**src/rtl/timing_generator.sv**
```systemverilog
// 6502 T-state sequencer: runs the 7-cycle reset sequence, flags opcode fetch, tracks overruns.
// Optional TIMING_STALL_CNT_EN adds a saturating count of rdy-stalled cycles on stall_cnt.
module timing_generator #(
  parameter int unsigned TMAX = 7
) (
  input  logic       clk_2,
  input  logic       res_n,
  input  logic       rdy,
  input  logic       end_instr,
  output logic [2:0] tcyc,
  output logic [6:0] t_onehot,
  output logic       sync,
  output logic       rst_seq,
`ifdef TIMING_STALL_CNT_EN
  output logic [7:0] stall_cnt,
`endif
  output logic       t_ovf
);

  localparam logic [2:0] TLast = 3'(TMAX);

  logic [2:0] tcyc_q, tcyc_d;
  logic       rst_seq_q, rst_seq_d;
  logic       t_ovf_q, t_ovf_d;

  always_comb begin
    tcyc_d    = tcyc_q;
    rst_seq_d = rst_seq_q;
    t_ovf_d   = t_ovf_q;
    if (rdy) begin
      if (rst_seq_q) begin
        // end_instr is ignored while the reset sequence runs.
        if (tcyc_q == TLast) begin
          tcyc_d    = 3'd1;
          rst_seq_d = 1'b0;
        end else begin
          tcyc_d = tcyc_q + 3'd1;
        end
      end else if (tcyc_q == 3'd1) begin
        tcyc_d = 3'd2;
      end else if (end_instr) begin
        tcyc_d = 3'd1;
      end else if (tcyc_q == TLast) begin
        tcyc_d  = 3'd1;
        t_ovf_d = 1'b1;
      end else begin
        tcyc_d = tcyc_q + 3'd1;
      end
    end
  end

  always_ff @(posedge clk_2 or negedge res_n) begin
    if (!res_n) begin
      tcyc_q    <= 3'd1;
      rst_seq_q <= 1'b1;
      t_ovf_q   <= 1'b0;
    end else begin
      tcyc_q    <= tcyc_d;
      rst_seq_q <= rst_seq_d;
      t_ovf_q   <= t_ovf_d;
    end
  end

`ifdef TIMING_STALL_CNT_EN
  logic [7:0] stall_cnt_q, stall_cnt_d;

  always_comb begin
    stall_cnt_d = stall_cnt_q;
    if (!rdy && (stall_cnt_q != 8'hFF)) begin
      stall_cnt_d = stall_cnt_q + 8'd1;
    end
  end

  always_ff @(posedge clk_2 or negedge res_n) begin
    if (!res_n) begin
      stall_cnt_q <= 8'd0;
    end else begin
      stall_cnt_q <= stall_cnt_d;
    end
  end

  assign stall_cnt = stall_cnt_q;
`endif

  // Outputs decode only registered state, never the inputs.
  assign tcyc     = tcyc_q;
  assign t_onehot = 7'b0000001 << (tcyc_q - 3'd1);
  assign sync     = (tcyc_q == 3'd1) && !rst_seq_q;
  assign rst_seq  = rst_seq_q;
  assign t_ovf    = t_ovf_q;

endmodule

```
**config.mk**
```make
export PLATFORM = sky130hd
export DESIGN_NAME = timing_generator
export DESIGN_NICKNAME = d
export VERILOG_FILES = /design/src/rtl/timing_generator.sv
export SDC_FILE = /design/constraint.sdc
export NUM_CORES = 1
export LEC_CHECK = 0
export CAP_MARGIN = 20
export CORE_AREA = 2 2 39 41
export CTS_CLUSTER_DIAMETER = 60
export CTS_CLUSTER_SIZE = 10
export DETAILED_ROUTE_END_ITERATION = 10
export DIE_AREA = 0 0 41 43
export PLACE_DENSITY_LB_ADDON = 0.05
export SLEW_MARGIN = 20
export SYNTH_ARGS = -nofsm -noshare
export SYNTH_HDL_FRONTEND = slang
export SYNTH_SLANG_ARGS = --single-unit
```
**constraint.sdc**
```tcl
create_clock -name clk_2 -period 4.1 [get_ports clk_2]
set_input_delay 0.82 -clock clk_2 [delete_from_list [all_inputs] [get_ports clk_2]]
set_output_delay 0.82 -clock clk_2 [all_outputs]
set_load 0.05 [all_outputs]
```
# ---- Word-level counts from Yosys, hierarchy flattened
# Index checks and enable logic that the tools add are counted.
dict set report totals {
  out_inout_bits 13
  register_bits 5
  elab_cells 20
  in_bits 4
}
dict set report classes {
  muxes 6
  shifts 1
  add_sub_neg 2
  n_bitwise 3
  n_reduce_logical 3
  n_eq_ne 2
}
# cell count
set ops {}
lappend ops {{3-bit two-way mux} 4}
lappend ops {{1-bit by 3-bit << shifter with 7-bit output, first input constant} 1}
lappend ops {{5-bit AND reduction} 1}
lappend ops {{3-bit by 1-bit adder with 3-bit output, second input constant} 1}
lappend ops {{3-bit by 1-bit == test with 1-bit output, second input constant} 1}
lappend ops {{3-bit == test, second input constant} 1}
lappend ops {{1-bit inverter} 3}
lappend ops {{3-bit by 1-bit subtractor with 3-bit output, second input constant} 1}
lappend ops {{1-bit two-way mux} 2}
lappend ops {{1-bit logical AND} 1}
lappend ops {{1-bit zero test} 1}

# ---- Longest topological paths before layout
# Gate-level depths: netlist of the first run.
dict set report logic_depth {
  depth_word 5
  mapped_depth 5
  depth_no_buf 5
}

# ---- Worst setup path after synthesis of the first run
# No wires, ideal clock.
dict set report synth_path {
  kind {reg-to-output}
  start {reg tcyc_q[0], in the netlist tcyc[0]}
  end {out t_onehot[4]}
  arrival_ns 1.985
  t_required_ns 3.280
  path_slack_ns 1.295
  n_path_buf 0
  stages_incl_launch_ff 5
  path_cell_list {dfstp_2 inv_1 ha_1 xnor2_2 nor2b_1}
}
dict set report synth_via {
  elab_chain_cells 2
}
# element line
set synth_lines {}
lappend synth_lines {{start, declared} 22} ;# logic [2:0] tcyc_q, tcyc_d;
lappend synth_lines {{start signal, assigned} 58} ;# tcyc_q <= tcyc_d;
lappend synth_lines {{3-bit by 1-bit subtractor with 3-bit output} 87} ;# assign t_onehot = 7'b0000001 << (tcyc_q - 3'd1);
lappend synth_lines {{1-bit by 3-bit << shifter with 7-bit output} 87}
lappend synth_lines {{end, declared} 11} ;# output logic [6:0] t_onehot,
# No other way between the ends.

# ---- Worst setup path in the final report of the first run
dict set report layout_path {
  start {reg tcyc_q[0], in the netlist tcyc[0]}
  end {out t_onehot[1]}
}
# Same word-level chain as after synthesis.

==> impl_metrics.csv, run 1 <==
group,metric,value,unit
status,status,"complete, no violations",
layout,layout-drive-gt1-share,12.3,%
yosys,ys.warnings.count,0,
timing,period_needed,3.17,ns
layout,nets,69,
setup_path,worst-path-max-fanout,7,
flow_run,cap_violations,0,
placed_design,gp_congestion,0.842,
layout,n_fill_cell,145,
cts,htree_levels,1,
drt,drt-total-wl,742,um
min_path,hold_class,"flip-flop to flip-flop",
setup_path,cp-end-kind,"output pin",
timing,fin_tns_setup,0,ns
die,initial_core_util,27.9,%
timing,rsz0062_at_grt,"no",
setup_path,crit_chain,"inv_1 -> ha_1 -> xnor2_2 -> and2_1 -> clkdlybuf4s50_1",
placed_design,portBuffers,16,
die,rows,14,
cts,clk_pin_slew,0.04,ns
timing,slew_viol_final,0,
setup_path,start_kind,"flip-flop",
die,die_area,1760,um2
setup_path,cp_slowest_cell,"clkdlybuf4s50_1",
cts,post_cts_buffers,0,
die,die_y,43,um
setup_path,slowest_delay,0.79,ns
global_routing,grt.overflow.total,0,
yosys,synth_seq_cells,5,
global_routing,grt_usage,11.1,%
setup_path,critPathArrivalTime,2.35,ns
drt,viasPerCell,4.42,
setup_path,path_class,"flip-flop to output pin",
timing,fin_crit_sh,77.3,%
timing,relSlewSlack,66.8,%
drt,drc,0,
cts,clock_latency,0.24,ns
yosys,syn_area_per_cell,10.2,um2
die,coreArea,1380,um2
yosys,postSynthCellCount,38,
setup_path,crit_required,3.28,ns
cts,cts.sinks,5,
timing,setup_viol,0,
setup_path,path_buf_inv,2,
timing,fmax,316,MHz
global_routing,antenna_found_initial,0,
setup_path,crit_family,"buffers and inverters",
yosys,syn_nets,49,
layout,final_cells,73,
drt,drt_iter0_markers,3,
drt,dr_total_vias,323,
cts,holdBufCountCts,0,
yosys,synth_area,387,um2
yosys,yosysSeqAreaShare,33.0,%
cts,numCtsBuffers,3,
placed_design,placed_cells_incl_taps,69,
global_routing,grt_start_max_net_pins,10,
layout,final_cell_mix,"clkdlybuf4s50_1, ha_1, and2_1",
cts,clockBufferDepth,2,
global_routing,grt_pass1_wl,1.25,mm
drt,dr.pass1.iters,2,
cts,ctsResizeCount,0,
drt,ant_nets,0,
timing,finalClockSkew,0.000160,ns
die,num_io_pins,17,
yosys,synth.distinct_cells,18,
die,die_width,41,um
drt,routedWlPerCell,10.2,um
global_routing,grt_pass1_vias,309,
timing,hold_violations,0,
layout,final_common_cell,"clkdlybuf4s50_1",
layout,antenna_cells,0,
cts,cts_tree,"built",
timing,worstMarginPinSlew,0.496,ns
layout,area_growth,52.1,%
cts,root_buffer,"clkbuf_4",
==> final timing paths <==
check,slack [ns],cells past startpoint,startpoint,to
worst min-delay path,0.47,1,t_ovf,t_ovf
worst max-delay path,0.93,5,tcyc[0],t_onehot[1]
max in group asynchronous,3.06,1,res_n,tcyc[0]
worst max register to register,2.72,4,tcyc[0],tcyc[0]
min in group asynchronous,0.80,1,res_n,tcyc[2]
worst min register to register,0.47,1,t_ovf,t_ovf
==> synthesized netlist by cell type <==
library cell,count,area share (%)
a21boi_0,1,1.9
a21oi_1,2,2.6
a41o_1,1,2.6
and2_1,4,6.5
buf_2,1,1.3
dfrtp_1,3,19
dfstp_2,2,14
ha_1,7,23
inv_1,2,1.9
nand2_1,2,1.9
nand2b_1,3,4.9
nand3_1,2,2.6
nor2_1,1,0.97
nor2b_1,3,4.9
nor3b_2,1,3.2
o211ai_1,1,1.9
o221a_1,1,2.9
xnor2_2,1,4.2
==> layout make-up <==
cell class	instances	area, um2	share of cell area (%)
Sequential cell	5	128	21.7
Inverter	2	7.51	1.28
Clock buffer	4	26.3	4.47
Timing Repair Buffer	16	160	27.2
Multi-Input combinational cell	30	246	41.9
Tap cell	16	20.0	3.40
==> worst register-to-register path, delay by kind of cell (launching register included) <==
kind / cells / cell delay [ns]
AND/OR/NAND/NOR: 2 / 0.33
AO/OA/AOI/OAI: 1 / 0.15
flip-flops: 1 / 0.59
adder cells (fa/ha/maj): 1 / 0.24
==> cells by family (layout without fill, tap and decap cells) <==
group | Yosys count | in the layout | share of synthesized area [%]
adders and majority gates | 7 | 7 | 22.7
and+or+nand+nor | 16 | 16 | 24.9
AOI/OAI and AO/OA | 6 | 6 | 12.0
DFF | 5 | 5 | 33.0
xor gates and xnor gates | 1 | 1 | 4.21
buffers and inverters | 3 | 22 | 3.24
==> metal layers <==
layer,track usage [%],share of wire (%)
met4,10.0,0
met1,12.3,44
met3,3.14,6.5
met2,16.3,49
met5,0,0
==> flip-flops by register name, summed over array words and instances (netlist names) <==
register	count
rst_seq	1
t_ovf	1
tcyc	3
==> metrics by stage <==
step / instance area, um2 / utilization [%] / hold WS, ns / setup WS [ns]
after detailed placement: 562 / 40.6 / 0.465 / 1.17
after CTS: 588 / 42.5 / 0.469 / 0.904
after floorplan: 387 / - / 0.524 / 1.30
after global placement: 562 / 40.6 / 0.456 / 1.22
after global routing: 588 / 42.5 / 0.518 / 0.798
final: 588 / 42.5 / 0.465 / 0.931
Power of run 1 is left out: the tool's default activity adds up to more than one toggle a clock period on the data nets, which glitch-free logic cannot reach.
==> run 2: changes to the inputs <==
==> constraint.sdc (replaced) <==
create_clock -name clk_2 -period 3 [get_ports clk_2]
set_input_delay 0.6 -clock clk_2 [delete_from_list [all_inputs] [get_ports clk_2]]
set_output_delay 0.6 -clock clk_2 [all_outputs]
set_load 0.05 [all_outputs]
==> run 2 against run 1 <==
Compared with the run above: clock skew rose by 0.0019 ns; wire length shrank 3.9%; count of clock-buffer cells in the layout unchanged; critical path depth stayed put; largest cell class unchanged.
==> impl_metrics.csv, run 2 (synthesized netlist as in run 1, its figures left out) <==
group,metric,value,unit
cts,cts_tree,"built",
die,die_width,41,um
layout,final_cell_mix,"clkdlybuf4s50_1, ha_1, and2_1, buf_4",
die,initial_core_util,27.9,%
cts,clockBufferDepth,2,
cts,post_cts_buffers,0,
global_routing,grt_usage,10.2,%
layout,area_growth,49.5,%
layout,nets,69,
cts,cts.sinks,5,
die,coreArea,1380,um2
die,die_area,1760,um2
drt,drt_iter0_markers,2,
layout,largest_register_ffs,3,
placed_design,portBuffers,16,
cts,holdBufCountCts,0,
global_routing,grt_start_max_net_pins,10,
global_routing,grt.overflow.total,0,
layout,antenna_cells,0,
setup_path,start_kind,"flip-flop",
layout,final_common_cell,"clkdlybuf4s50_1",
drt,viasPerCell,4.30,
setup_path,r2r_end,"tcyc[0]",
setup_path,critPathArrivalTime,2.25,ns
setup_path,cp-end-kind,"output pin",
drt,drc,0,
die,die_y,43,um
cts,numCtsBuffers,3,
drt,drt-total-wl,713,um
status,status,"complete, no violations",
die,num_io_pins,17,
cts,ctsResizeCount,0,
global_routing,grt_pass1_wl,1.17,mm
cts,root_buffer,"clkbuf_4",
layout,final_cells,73,
cts,clock_latency,0.24,ns
placed_design,preCtsSetupSlack,0.377,ns
timing,worst_slack,0.151,ns
timing,fmax,351,MHz
setup_path,crit_path_end,"t_onehot[5]",
timing,finalClockSkew,0.00207,ns
min_path,hold_class,"flip-flop to flip-flop",
setup_path,worst-path-max-fanout,7,
setup_path,path_class,"flip-flop to output pin",
drt,dr_total_vias,314,
global_routing,grt_pass1_vias,295,
setup_path,r2r_cells,4,
setup_path,crit_path_start,"tcyc[0]",
timing,setup_viol,0,
flow_run,cap_violations,0,
drt,ant_nets,0,
cts,clk_pin_slew,0.04,ns
timing,hold_violations,0,
drt,dr.pass1.iters,4,
layout,layout-drive-gt1-share,19.3,%
die,rows,14,
placed_design,gp_congestion,0.842,
cts,htree_levels,1,
timing,fin_tns_setup,0,ns
timing,period_needed,2.85,ns
placed_design,dp_hpwl,598,um
timing,worstMarginPinSlew,0.495,ns
timing,fin_crit_sh,95.0,%
setup_path,r2r_start,"tcyc[0]",
setup_path,reg2reg_setup_slack,1.64,ns
timing,hold_ws,0.461,ns
global_routing,antenna_found_initial,0,
drt,routedWlPerCell,9.77,um
timing,slew_viol_final,0,
layout,n_fill_cell,139,
placed_design,placed_cells_incl_taps,69,
setup_path,crit_required,2.40,ns
timing,rsz0062_at_grt,"no",
timing,relSlewSlack,66.9,%
==> run 2: cell types whose count changed in the layout (fill, tap and decap cells not counted), sizes merged <==
cell	delta
buf	+4
clkdlybuf4s50	-4
==> run 2: layer usage <==
layer	share of wire (%)	GRT usage, %	wire, um
met1	45	10.5	318
met2	50	15.0	356
met3	5.5	3.14	39
met4	0	10.0	0
met5	0	0	0
==> run 2: cell type report <==
cell class,instances,area [um2],area share [%]
sequential,5,128,22.1
clock buffer,4,26.3,4.55
multi-input combinational,30,246,42.6
tap,16,20.0,3.46
timing repair buffer,16,150,26.0
inverter,2,7.51,1.30
==> run 2: metrics by stage <==
stage | utilization (%) | instance area (um2)
final | 41.8 | 578
after global routing | 41.8 | 578
after CTS | 41.8 | 578
after detailed placement | 39.9 | 552
after global placement | 39.9 | 552
after floorplan | - | 387
==> run 2: worst min path at each step <==
stage          start  endpoint  cells after the start
6_report       t_ovf     t_ovf                      1
3_5_place_dp   t_ovf     t_ovf                      1
2_1_floorplan  res_n     t_ovf                      0
4_1_cts        t_ovf     t_ovf                      1
5_1_grt        t_ovf     t_ovf                      1
3_3_place_gp   t_ovf     t_ovf                      1
==> run 2: worst max-delay path: stages, from the launching register on <==
cell	delay [ns]
dfstp_2	0.58
inv_1	0.09
ha_1	0.23
xnor2_2	0.17
nor2b_1	0.13
clkdlybuf4s50_1	0.81
Power of run 2 is left out for the same reason.
==> run 3: changes to the inputs <==
--- a/config.mk
+++ b/config.mk
@@ -16,3 +16,4 @@
 export SYNTH_ARGS = -nofsm -noshare
 export SYNTH_HDL_FRONTEND = slang
 export SYNTH_SLANG_ARGS = --single-unit
+export TNS_END_PERCENT = 20
==> results of run 3 <==
No change in the layout: final DEF, timing and power equal those of run 2.
Power of run 3 is left out for the same reason.
